**src/rtl/cache_pkg.sv**
```systemverilog
`default_nettype none
// ============================================================================
// Module      : cache_pkg
// Description : Shared state encoding, default widths and statistics helpers
//               for the direct-mapped write-through cache controller.
// Revision    : 1.0 - initial release
// ============================================================================
package cache_pkg;

    localparam int c_DEF_IW  = 6;   // index width (ssram address width)
    localparam int c_DEF_TW  = 12;  // tag width
    localparam int c_DEF_DW  = 32;  // data word width
    localparam int c_STAT_W  = 16;  // hit/miss counter width

    // Controller states
    typedef enum logic [2:0] {
        S_IDLE   = 3'd0,
        S_LOOKUP = 3'd1,
        S_FILL   = 3'd2,
        S_RESP   = 3'd3,
        S_WRITE  = 3'd4
    } state_t;

    // Saturating increment for the statistics counters
    function automatic logic [c_STAT_W-1:0] sat_inc(input logic [c_STAT_W-1:0] v);
        if (&v) begin
            return v;
        end
        return v + {{(c_STAT_W-1){1'b0}}, 1'b1};
    endfunction

endpackage : cache_pkg
`default_nettype wire

```
**src/rtl/cache_tag_array.sv**
```systemverilog
`default_nettype none
// ============================================================================
// Module      : cache_tag_array
// Description : Valid bits and tags for a direct-mapped cache. One
//               combinational lookup port (index, tag -> hit) and one
//               update port that marks a line valid with a new tag.
//               Valid bits clear on reset; tag storage is not reset because
//               the valid bits guard it.
// Revision    : 1.0 - initial release
// ============================================================================
module cache_tag_array
#(
    parameter int IW = 6,
    parameter int TW = 12
)(
    input  logic          clk,
    input  logic          resetn,
    input  logic [IW-1:0] i_lk_idx,
    input  logic [TW-1:0] i_lk_tag,
    output logic          o_hit,
    input  logic          i_upd_en,
    input  logic [IW-1:0] i_upd_idx,
    input  logic [TW-1:0] i_upd_tag
);

    localparam int c_LINES = 1 << IW;

    logic [c_LINES-1:0] r_valid;
    logic [TW-1:0]      r_tag [0:c_LINES-1];

    // Valid bits: cleared asynchronously, set by a line fill
    always_ff @(posedge clk or negedge resetn) begin
        if (!resetn) begin
            r_valid <= '0;
        end else if (i_upd_en) begin
            r_valid[i_upd_idx] <= 1'b1;
        end
    end

    // Tag storage: written alongside the valid bit, no reset needed
    always_ff @(posedge clk) begin
        if (i_upd_en) begin
            r_tag[i_upd_idx] <= i_upd_tag;
        end
    end

    // Hit requires a valid line whose stored tag matches
    always_comb begin
        o_hit = r_valid[i_lk_idx] && (r_tag[i_lk_idx] == i_lk_tag);
    end

endmodule : cache_tag_array
`default_nettype wire

```
**src/rtl/cache_ctrl.sv**
```systemverilog
`default_nettype none
// ============================================================================
// Module      : cache_ctrl
// Description : Direct-mapped, write-through, no-write-allocate cache
//               controller with one-word lines. Data lives in an external
//               single-port ssram with a registered read address; tags and
//               valid bits live in cache_tag_array. Misses and all writes
//               go to the backing memory, one request outstanding at a time.
//               Optional feature macro: CACHE_STATS_EN adds saturating
//               read hit/miss counters on oHitCnt / oMissCnt.
// Revision    : 1.0 - initial release
// ============================================================================
module cache_ctrl
    import cache_pkg::*;
#(
    parameter int IW = c_DEF_IW,
    parameter int TW = c_DEF_TW,
    parameter int DW = c_DEF_DW
)(
    input  logic             clk,
    input  logic             resetn,
    // CPU side
    input  logic             iCpuReq,
    input  logic             iCpuWr,
    input  logic [TW+IW-1:0] iCpuAddr,
    input  logic [DW-1:0]    iCpuData,
    output logic             oCpuReady,
    output logic             oCpuRdValid,
    output logic [DW-1:0]    oCpuRdData,
    // ssram side
    output logic             oRamEnable,
    output logic             oRamWr,
    output logic [IW-1:0]    oRamAddr,
    output logic [DW-1:0]    oRamData,
    input  logic [DW-1:0]    iRamData,
    // backing memory side
    output logic             oMemReq,
    output logic             oMemWr,
    output logic [TW+IW-1:0] oMemAddr,
    output logic [DW-1:0]    oMemData,
    input  logic             iMemAck,
    input  logic [DW-1:0]    iMemData
`ifdef CACHE_STATS_EN
    ,
    output logic [c_STAT_W-1:0] oHitCnt,
    output logic [c_STAT_W-1:0] oMissCnt
`endif
);

    localparam int AW = TW + IW;

    state_t          r_state;
    logic [AW-1:0]   r_addr;      // latched request address
    logic            r_wr;        // latched request direction
    logic [DW-1:0]   r_data;      // latched write data
    logic [DW-1:0]   r_fill;      // word captured from memory on a fill
    logic [DW-1:0]   r_rd_data;   // last delivered read word (held output)

    logic            w_idle;
    logic            w_accept;
    logic            w_hit;
    logic            w_wr_hit;
    logic [IW-1:0]   w_lk_idx;
    logic [TW-1:0]   w_lk_tag;
    logic            w_upd_en;

    assign w_idle   = (r_state == S_IDLE);
    assign w_accept = w_idle && iCpuReq;
    assign w_wr_hit = w_accept && iCpuWr && w_hit;
    assign w_upd_en = (r_state == S_RESP);

    // In IDLE the lookup sees the incoming request (write-hit detection);
    // otherwise it sees the latched request.
    always_comb begin
        w_lk_idx = r_addr[IW-1:0];
        w_lk_tag = r_addr[AW-1:IW];
        if (w_idle) begin
            w_lk_idx = iCpuAddr[IW-1:0];
            w_lk_tag = iCpuAddr[AW-1:IW];
        end
    end

    cache_tag_array #(
        .IW (IW),
        .TW (TW)
    ) u_tag (
        .clk       (clk),
        .resetn    (resetn),
        .i_lk_idx  (w_lk_idx),
        .i_lk_tag  (w_lk_tag),
        .o_hit     (w_hit),
        .i_upd_en  (w_upd_en),
        .i_upd_idx (r_addr[IW-1:0]),
        .i_upd_tag (r_addr[AW-1:IW])
    );

    // Controller FSM with request latch and captured read/fill words
    always_ff @(posedge clk or negedge resetn) begin
        if (!resetn) begin
            r_state   <= S_IDLE;
            r_addr    <= '0;
            r_wr      <= 1'b0;
            r_data    <= '0;
            r_fill    <= '0;
            r_rd_data <= '0;
        end else begin
            case (r_state)
                S_IDLE: begin
                    if (w_accept) begin
                        r_addr  <= iCpuAddr;
                        r_wr    <= iCpuWr;
                        r_data  <= iCpuData;
                        r_state <= iCpuWr ? S_WRITE : S_LOOKUP;
                    end
                end
                S_LOOKUP: begin
                    if (w_hit) begin
                        r_rd_data <= iRamData;
                        r_state   <= S_IDLE;
                    end else begin
                        r_state   <= S_FILL;
                    end
                end
                S_FILL: begin
                    if (iMemAck) begin
                        r_fill  <= iMemData;
                        r_state <= S_RESP;
                    end
                end
                S_RESP: begin
                    r_rd_data <= r_fill;
                    r_state   <= S_IDLE;
                end
                S_WRITE: begin
                    if (iMemAck) begin
                        r_state <= S_IDLE;
                    end
                end
                default: r_state <= S_IDLE;
            endcase
        end
    end

    // CPU-side outputs: read data is forwarded in the delivering cycle and
    // held from the registered copy otherwise
    always_comb begin
        oCpuReady   = w_idle;
        oCpuRdValid = 1'b0;
        oCpuRdData  = r_rd_data;
        if ((r_state == S_LOOKUP) && w_hit) begin
            oCpuRdValid = 1'b1;
            oCpuRdData  = iRamData;
        end else if (r_state == S_RESP) begin
            oCpuRdValid = 1'b1;
            oCpuRdData  = r_fill;
        end
    end

    // ssram port: read on read acceptance, write on write hit or line fill
    always_comb begin
        oRamEnable = 1'b0;
        oRamWr     = 1'b0;
        oRamAddr   = '0;
        oRamData   = '0;
        if (w_accept && (!iCpuWr || w_hit)) begin
            oRamEnable = 1'b1;
            oRamWr     = w_wr_hit;
            oRamAddr   = iCpuAddr[IW-1:0];
            if (w_wr_hit) begin
                oRamData = iCpuData;
            end
        end else if (r_state == S_RESP) begin
            oRamEnable = 1'b1;
            oRamWr     = 1'b1;
            oRamAddr   = r_addr[IW-1:0];
            oRamData   = r_fill;
        end
    end

    // Backing memory port: request held for the whole FILL/WRITE state
    always_comb begin
        oMemReq  = (r_state == S_FILL) || (r_state == S_WRITE);
        oMemWr   = (r_state == S_WRITE) && r_wr;
        oMemAddr = r_addr;
        oMemData = r_data;
    end

`ifdef CACHE_STATS_EN
    logic [c_STAT_W-1:0] r_hit_cnt;
    logic [c_STAT_W-1:0] r_miss_cnt;

    // Saturating read hit/miss counters, sampled on the lookup cycle
    always_ff @(posedge clk or negedge resetn) begin
        if (!resetn) begin
            r_hit_cnt  <= '0;
            r_miss_cnt <= '0;
        end else if (r_state == S_LOOKUP) begin
            if (w_hit) begin
                r_hit_cnt  <= sat_inc(r_hit_cnt);
            end else begin
                r_miss_cnt <= sat_inc(r_miss_cnt);
            end
        end
    end

    assign oHitCnt  = r_hit_cnt;
    assign oMissCnt = r_miss_cnt;
`endif

endmodule : cache_ctrl
`default_nettype wire
```
**config.mk**
```make
export PLATFORM = sky130hd
export DESIGN_NAME = cache_ctrl
export DESIGN_NICKNAME = d
export VERILOG_FILES = /design/src/rtl/cache_pkg.sv /design/src/rtl/cache_tag_array.sv /design/src/rtl/cache_ctrl.sv
export SDC_FILE = /design/constraint.sdc
export NUM_CORES = 1
export LEC_CHECK = 0
export BUFFER_PORTS_ARGS = -buffer_cell sky130_fd_sc_hd__clkbuf_2
export CAP_MARGIN = 40
export CORE_MARGIN = 2
export CORE_UTILIZATION = 50
export DETAILED_ROUTE_END_ITERATION = 8
export PLACE_DENSITY_LB_ADDON = 0.12
export SETUP_SLACK_MARGIN = 0.02
export SLEW_MARGIN = 40
export SYNTH_ARGS = -nofsm -noshare
export SYNTH_HDL_FRONTEND = slang
export SYNTH_SLANG_ARGS = --single-unit
export TNS_END_PERCENT = 1
```
**constraint.sdc**
```tcl
create_clock -name clk -period 6.13 [get_ports clk]
set_input_delay 0.9195 -clock clk [delete_from_list [all_inputs] [get_ports clk]]
set_output_delay 0.9195 -clock clk [all_outputs]
set_load 0.01 [all_outputs]
```
* Word level (Yosys, flattened, before mapping)
Memory sizes are Yosys's and may differ from the RTL's.
Cells that the tools add are included.
** Operators by class
- Bitwise operators :: 1
- Equality and inequality tests :: 9
- Reduce and logical (&&, ||, !) cells :: 17
- Multiplexer cells :: 26
- $lt $le $gt $ge :: 3
** Operators by type and width (number)
- 32-bit two-way mux :: 6
- 64-bit bitwise OR :: 1
- 32-bit one-hot mux with 2 select lines :: 1
- 6-bit two-way mux :: 3
- 6-bit by 7-bit < comparator with 1-bit output, second input constant :: 2
- 12-bit == test :: 1
- 12-bit two-way mux :: 1
- 3-bit two-way mux :: 4
- 3-bit one-hot mux with 4 select lines :: 1
- 1-bit logical AND :: 8
- 1-bit two-way mux :: 7
- 1-bit binary-select mux with 6-bit select :: 1
- 1-bit demux with 6-bit select :: 1
- 3-bit by 2-bit == test with 1-bit output, second input constant :: 2
- 6-bit by 1-bit greater-or-equal comparator with 1-bit output, second input constant :: 1
- 2-bit inequality test, second input constant :: 3
- 2-bit AND reduction :: 3
- 3-bit by 1-bit == test with 1-bit output, second input constant :: 1
- 3-bit == test, second input constant :: 1
- 3-bit logical NOT :: 1
- 3-bit AND reduction :: 1
- 1-bit logical OR :: 2
- 2-bit two-way mux :: 1
- 2-bit by 1-bit inequality test with 1-bit output, second input constant :: 1
- 2 further kinds :: 2
** Storage, ports and cells
- Word-level logic and storage cells :: 64
- RAM bits :: 768
- Memories :: 1
- Register bits after elaboration :: 182
- Input port bits :: 119
** Memories
- u_tag.r_tag :: depth 64, bits a word 12, rd ports 1, clocked after memory_dff 0, wr ports 1, line cache_tag_array.sv:29 : logic [TW-1:0] r_tag [0:c_LINES-1];

* Depth between registers and ports, before layout
- Depth after elaboration :: 8
- Depth in mapped cells :: 19
- Mapped depth without buffers :: 12

* Hierarchy
From an unflattened synthesis, not the netlist that was laid out.
** Second synthesis, totals
- Cell total of the unflattened synthesis :: 2014
- Area, all modules :: 38587.0 um^2
** Modules (own cells, without submodules)
- cache_tag_array :: area each 32765.2 um^2, instances 1, sequential area each 24663.7 um^2, cells an instance 1597
- cache_ctrl :: area each 5821.8 um^2, instances 1, sequential area each 2952.8 um^2, cells an instance 417

* Least setup slack after synthesis
OpenSTA, ideal clock, no wires.
- Path type :: in2out
- Start point :: in iCpuAddr[0]
- End point :: out oCpuRdData[0]
- Arrival :: 4.564 ns
- Data required time :: 5.210 ns
- Cell stages on the path :: 17
- Path slack :: 0.647 ns
- Buffers on the path :: 6
- Path through :: buf_2 -> or4b_1 -> buf_2 -> nand2_4 -> buf_8 -> buf_4 -> buf_2 -> mux2i_1 -> o22ai_1 -> nor4b_1 -> xnor2_1 -> o211ai_1 -> o311ai_1 -> o2111ai_1 -> nor4_4 -> buf_2 -> a221o_1
** On the way
- Cells in the longest elaborated chain, start to end :: 6
** Ends and longest elaborated chain
- start: declaration :: line cache_ctrl.sv:25 : input logic [TW+IW-1:0] iCpuAddr,
- 6-bit two-way mux (*) :: line cache_ctrl.sv:77 : if (w_idle) begin
- memory 64 x 12 bit / 1-bit binary-select mux with 6-bit select (equally long branches)
- 12-bit == test / 1-bit two-way mux (equally long branches) :: line cache_tag_array.sv:49 : o_hit = r_valid[i_lk_idx] && (r_tag[i_lk_idx] == i_lk_tag);
- 1-bit logical AND (*) :: line cache_tag_array.sv:49
- 1-bit logical AND (*) :: line cache_ctrl.sv:150 : if ((r_state == S_LOOKUP) && w_hit) begin
- 32-bit two-way mux (*) :: line cache_ctrl.sv:150
- end: declaration :: line cache_ctrl.sv:29 : output logic [DW-1:0] oCpuRdData,
Every way passes the cells marked *; elsewhere a longest branch is shown, timed or not. The select of a mux whose other input is x is not followed.

* Worst setup path in the final report
- Start point :: reg r_state[2]
- End point :: out oCpuRdData[14]
** On the way
- Cells in the longest elaborated chain, start to end :: 7
** Ends and longest elaborated chain
- start: declaration :: line cache_ctrl.sv:52 : state_t r_state;
- start signal: assignment :: line cache_ctrl.sv:113 : r_state <= iCpuWr ? S_WRITE : S_LOOKUP;
- 3-bit logical NOT :: line cache_ctrl.sv:67 : assign w_idle = (r_state == S_IDLE);
- 6-bit two-way mux :: line cache_ctrl.sv:77
- memory 64 x 12 bit / 1-bit binary-select mux with 6-bit select (equally long branches)
- 12-bit == test / 1-bit two-way mux (equally long branches) :: line cache_tag_array.sv:49
- 1-bit logical AND :: line cache_tag_array.sv:49
- 1-bit logical AND :: line cache_ctrl.sv:150
- 32-bit two-way mux (*) :: line cache_ctrl.sv:150
Marked as above.

==> qor.yml <==
place_congestion: 0.926
mappedNetlistNets: 3063
cts.htree.levels: 3
first_global_vias: 29600
ys_dominant_reg_cell: "sky130_fd_sc_hd__edfxtp_1"
final_antenna_net_count: 0
wirelength_microns: 150000
crit_path_max_incr_delay_ns: 0.50
numPlacedInstances: 4375
report.final.slew_viol_count: 0
total_leakage_power_nw: 19.6
synth_seq_area_share_pct: 65.4
worst_setup_hold_path_clk_slew_ns: 0.06
crit_path_frequent_cell: "sky130_fd_sc_hd__buf_4"
synth-edff-count: 768
final_hpwl_dp_microns: 93600
cts_max_path_buffers: 3
cts_buffers: 100
fillers: 6253
postSynthCellCount: 2944
reg2reg_depth: 22
timing.max_slew.rel_slack_pct: 37.1
timing.fmax_mhz: 164
final_net_count: 3555
grt_pass1_wl_microns: 209000
postSynthRegisterBits: 950
r2r_setup_slack_ns: 1.36
rr_startpoint: "r_state[2]"
number_of_remaining_drc_errors: 0
outcome: "finished clean"
worst_r2r_endpoint: "r_rd_data[6]"
timing.final.setup_violations: 0
timing.critical_path.fanout_max: 10
groute.layer.met2.usage_pct: 52.4
synth_top_cell_by_area: "sky130_fd_sc_hd__edfxtp_1"
synth_top_cells_by_count: "768 x sky130_fd_sc_hd__edfxtp_1, 388 x sky130_fd_sc_hd__nand2_1, 182 x sky130_fd_sc_hd__dfrtp_1"
grt_setup_unrepaired: "yes"
core_box_area_sq_um: 83700
totalPowerFinal_mw: 27.9
ratio_of_cells_with_drive_above_1_in_the_final_layout_pct: 34.4
remaining_global_route_overflow: 0
critPathArrivalTime_ns: 5.17
skew_ns: 0.0236
via_per_inst: 6.61
detailedRoute.firstPassIterationCount: 6
worst_slew_pin_slew_ns: 0.943
tritoncts_clock_tree: "built"
power.ir.vdd_worst_v: 0.000350
worstSetupStartpointType: "flip-flop"
number_of_antenna_violations_at_the_first_check_in_global_routing: 4
die_y_microns: 295
initial_cell_density_of_the_core_pct: 50.5
total_of_max_cap_violations: 0
worst_path_max_delay_cell: "sky130_fd_sc_hd__dfrtp_2"
horizontal_extent_of_the_die_microns: 295
grtUsageMet1_pct: 46.4
worstSkewPairLatency_ns: 0.67
cp_cell_sequence: "buf_4 -> buf_4 -> o31ai_4 -> buf_4 -> buf_6 -> nand2_4 -> a211oi_2 -> o21ai_0 -> buf_4 -> a41o_1 -> o21ai_1 -> nor4b_4 -> buf_4 -> a31oi_4 -> and4bb_2 -> buf_6 -> a21oi_4 -> buf_12 -> clkbuf_16 -> a221o_1 -> clkbuf_2"
totalNegativeSetupSlack_ns: 0
synth_area_leaders: "sky130_fd_sc_hd__edfxtp_1 55%, sky130_fd_sc_hd__dfrtp_1 11%, sky130_fd_sc_hd__mux4_2 6.5%"
dieArea_sq_um: 86800
tritoncts_num_sinks: 950
share_of_flip_flops_with_an_asynchronous_set_or_reset_pct: 19.2
hold_path.class: "in2async"
post_layout_nonfiller_instances: 4659
detail_route.wl_per_cell_microns: 32.1
worstPathRequired_ns: 5.21
path_class: "reg2out"
yosysMostFrequentCell: "sky130_fd_sc_hd__edfxtp_1"
power_density_nw_per_um2: 535
critical_path.startpoint: "r_state[2]"
min_hold_slack_ns: 0.295
floorplan.rows: 106
area_growth_pct: 23.4
postSynthAreaPerCell_sq_um: 14.4
final.period_utilization_pct: 99.3
met3_track_demand_over_resource_pct: 6.70
cts_root_buffer: "sky130_fd_sc_hd__clkbuf_16"
ys_types: 90
synth.yosys.warnings: 0
end_kind: "output pin"
dr_total_vias: 30800
groute.usage.overall_pct: 33.5
top_usage_layer: "met2"
number_of_hold_violations_in_the_final_report: 0
design.portCount: 245
synthDominantCellAreaShare_pct: 54.6
dr.first_iter.drc_count: 4153
io_buffer_count: 244
grt_start_max_net_pins: 123
layout.core_utilization_pct: 62.3
netlist_area_sq_um: 42200
fin_crit_ns: 6.08
## worst max-delay path, delay by kind of cell, from the launching register on
| kind | cells | cell delay [ns] |
|---|---|---|
| flip-flops | 1 | 0.50 |
| AND/OR/NAND/NOR | 3 | 0.77 |
| AO/OA/AOI/OAI | 8 | 1.59 |
| buffers and inverters | 10 | 1.61 |
## per-stage QoR
step	instance area, sq um	worst slack, ns
detailed placement	46500	-0.363
finish	52100	0.0452
floorplan	42200	0.647
global placement	46300	-0.507
global route	52100	-0.0266
CTS	50600	0.0180
## flip-flops by register name, indices dropped and copies added (netlist names)
| register | count |
|---|---|
| r_fill | 32 |
| u_tag.r_tag | 768 |
| r_rd_data | 32 |
| oMemData | 32 |
| r_state | 3 |
| oMemAddr | 18 |
| u_tag.r_valid | 64 |
| r_wr | 1 |
## area by class of cell
class	count	area (sq um)	area share, %
tap	1134	1420	2.72
multi-input combinational	1761	14800	28.3
clock buffer	139	2800	5.37
timing repair buffer	615	4920	9.44
sequential	950	27600	53.0
inverter	8	37.5	0.0720
clock inverter	49	548	1.05
antenna	3	7.51	0.0144
## metal layers
| layer | routed length (microns) | vias to the layer above |
|---|---|---|
| met5 | 13 | - |
| met2 | 69200 | 2104 |
| met1 | 56800 | 15700 |
| met3 | 17000 | 376 |
| li1 | - | 12600 |
| met4 | 6580 | 2 |
## cells by family after synthesis
group	Yosys count	share of synthesized area, %
DFF	950	65.4
buffers and inverters	234	2.78
and+or+nand+nor	872	10.1
xor gates and xnor gates	12	0.249
muxes	324	11.4
AOI/OAI and AO/OA	552	10.1
## cell usage in the layout (no fill, tap or decap), types with 35 or more instances in the layout
master	instances
sky130_fd_sc_hd__edfxtp_1	768
sky130_fd_sc_hd__nand2_1	380
sky130_fd_sc_hd__buf_4	281
sky130_fd_sc_hd__clkbuf_2	240
sky130_fd_sc_hd__dfrtp_1	165
sky130_fd_sc_hd__mux2i_1	143
sky130_fd_sc_hd__mux4_2	121
sky130_fd_sc_hd__clkbuf_16	113
sky130_fd_sc_hd__nand3_1	96
sky130_fd_sc_hd__and3_1	88
sky130_fd_sc_hd__o21ai_0	68
sky130_fd_sc_hd__a221o_1	68
sky130_fd_sc_hd__or2_2	66
sky130_fd_sc_hd__a211oi_1	63
sky130_fd_sc_hd__nor2_1	60
sky130_fd_sc_hd__mux2_2	46
sky130_fd_sc_hd__a21oi_1	41
sky130_fd_sc_hd__buf_6	35
## power breakdown
part	internal, mW	total (mW)	leakage [nW]	switching [mW]
logic	5.07	13.0	8.62	7.95
registers	8.22	8.68	9.29	0.464
clock network	3.66	6.21	1.66	2.56
total	16.9	27.9	19.6	11.0
## how the worst max path moves through the flow
stage / slack, ns / end / cells after the start
after floorplan: 0.65 / oCpuRdData[0] / 17
after global placement: -0.51 / oCpuRdData[7] / 17
after detailed placement: -0.36 / oCpuRdData[14] / 17
after CTS: 0.02 / oCpuRdData[14] / 18
after global routing: -0.03 / oCpuRdData[9] / 20
final: 0.05 / oCpuRdData[14] / 21
## repair_timing
action / in CTS / in global routing
pin swaps: 17 / 63
resized for setup: 88 / 150
hold buffers: 0 / 0
cloned: 4 / 15
buffers inserted: 29 / 47
hold endpoints to repair: 0 / 0
endpoints found under the setup margin: 73 / 73
Note: power is estimated with default switching activity, not from simulation.
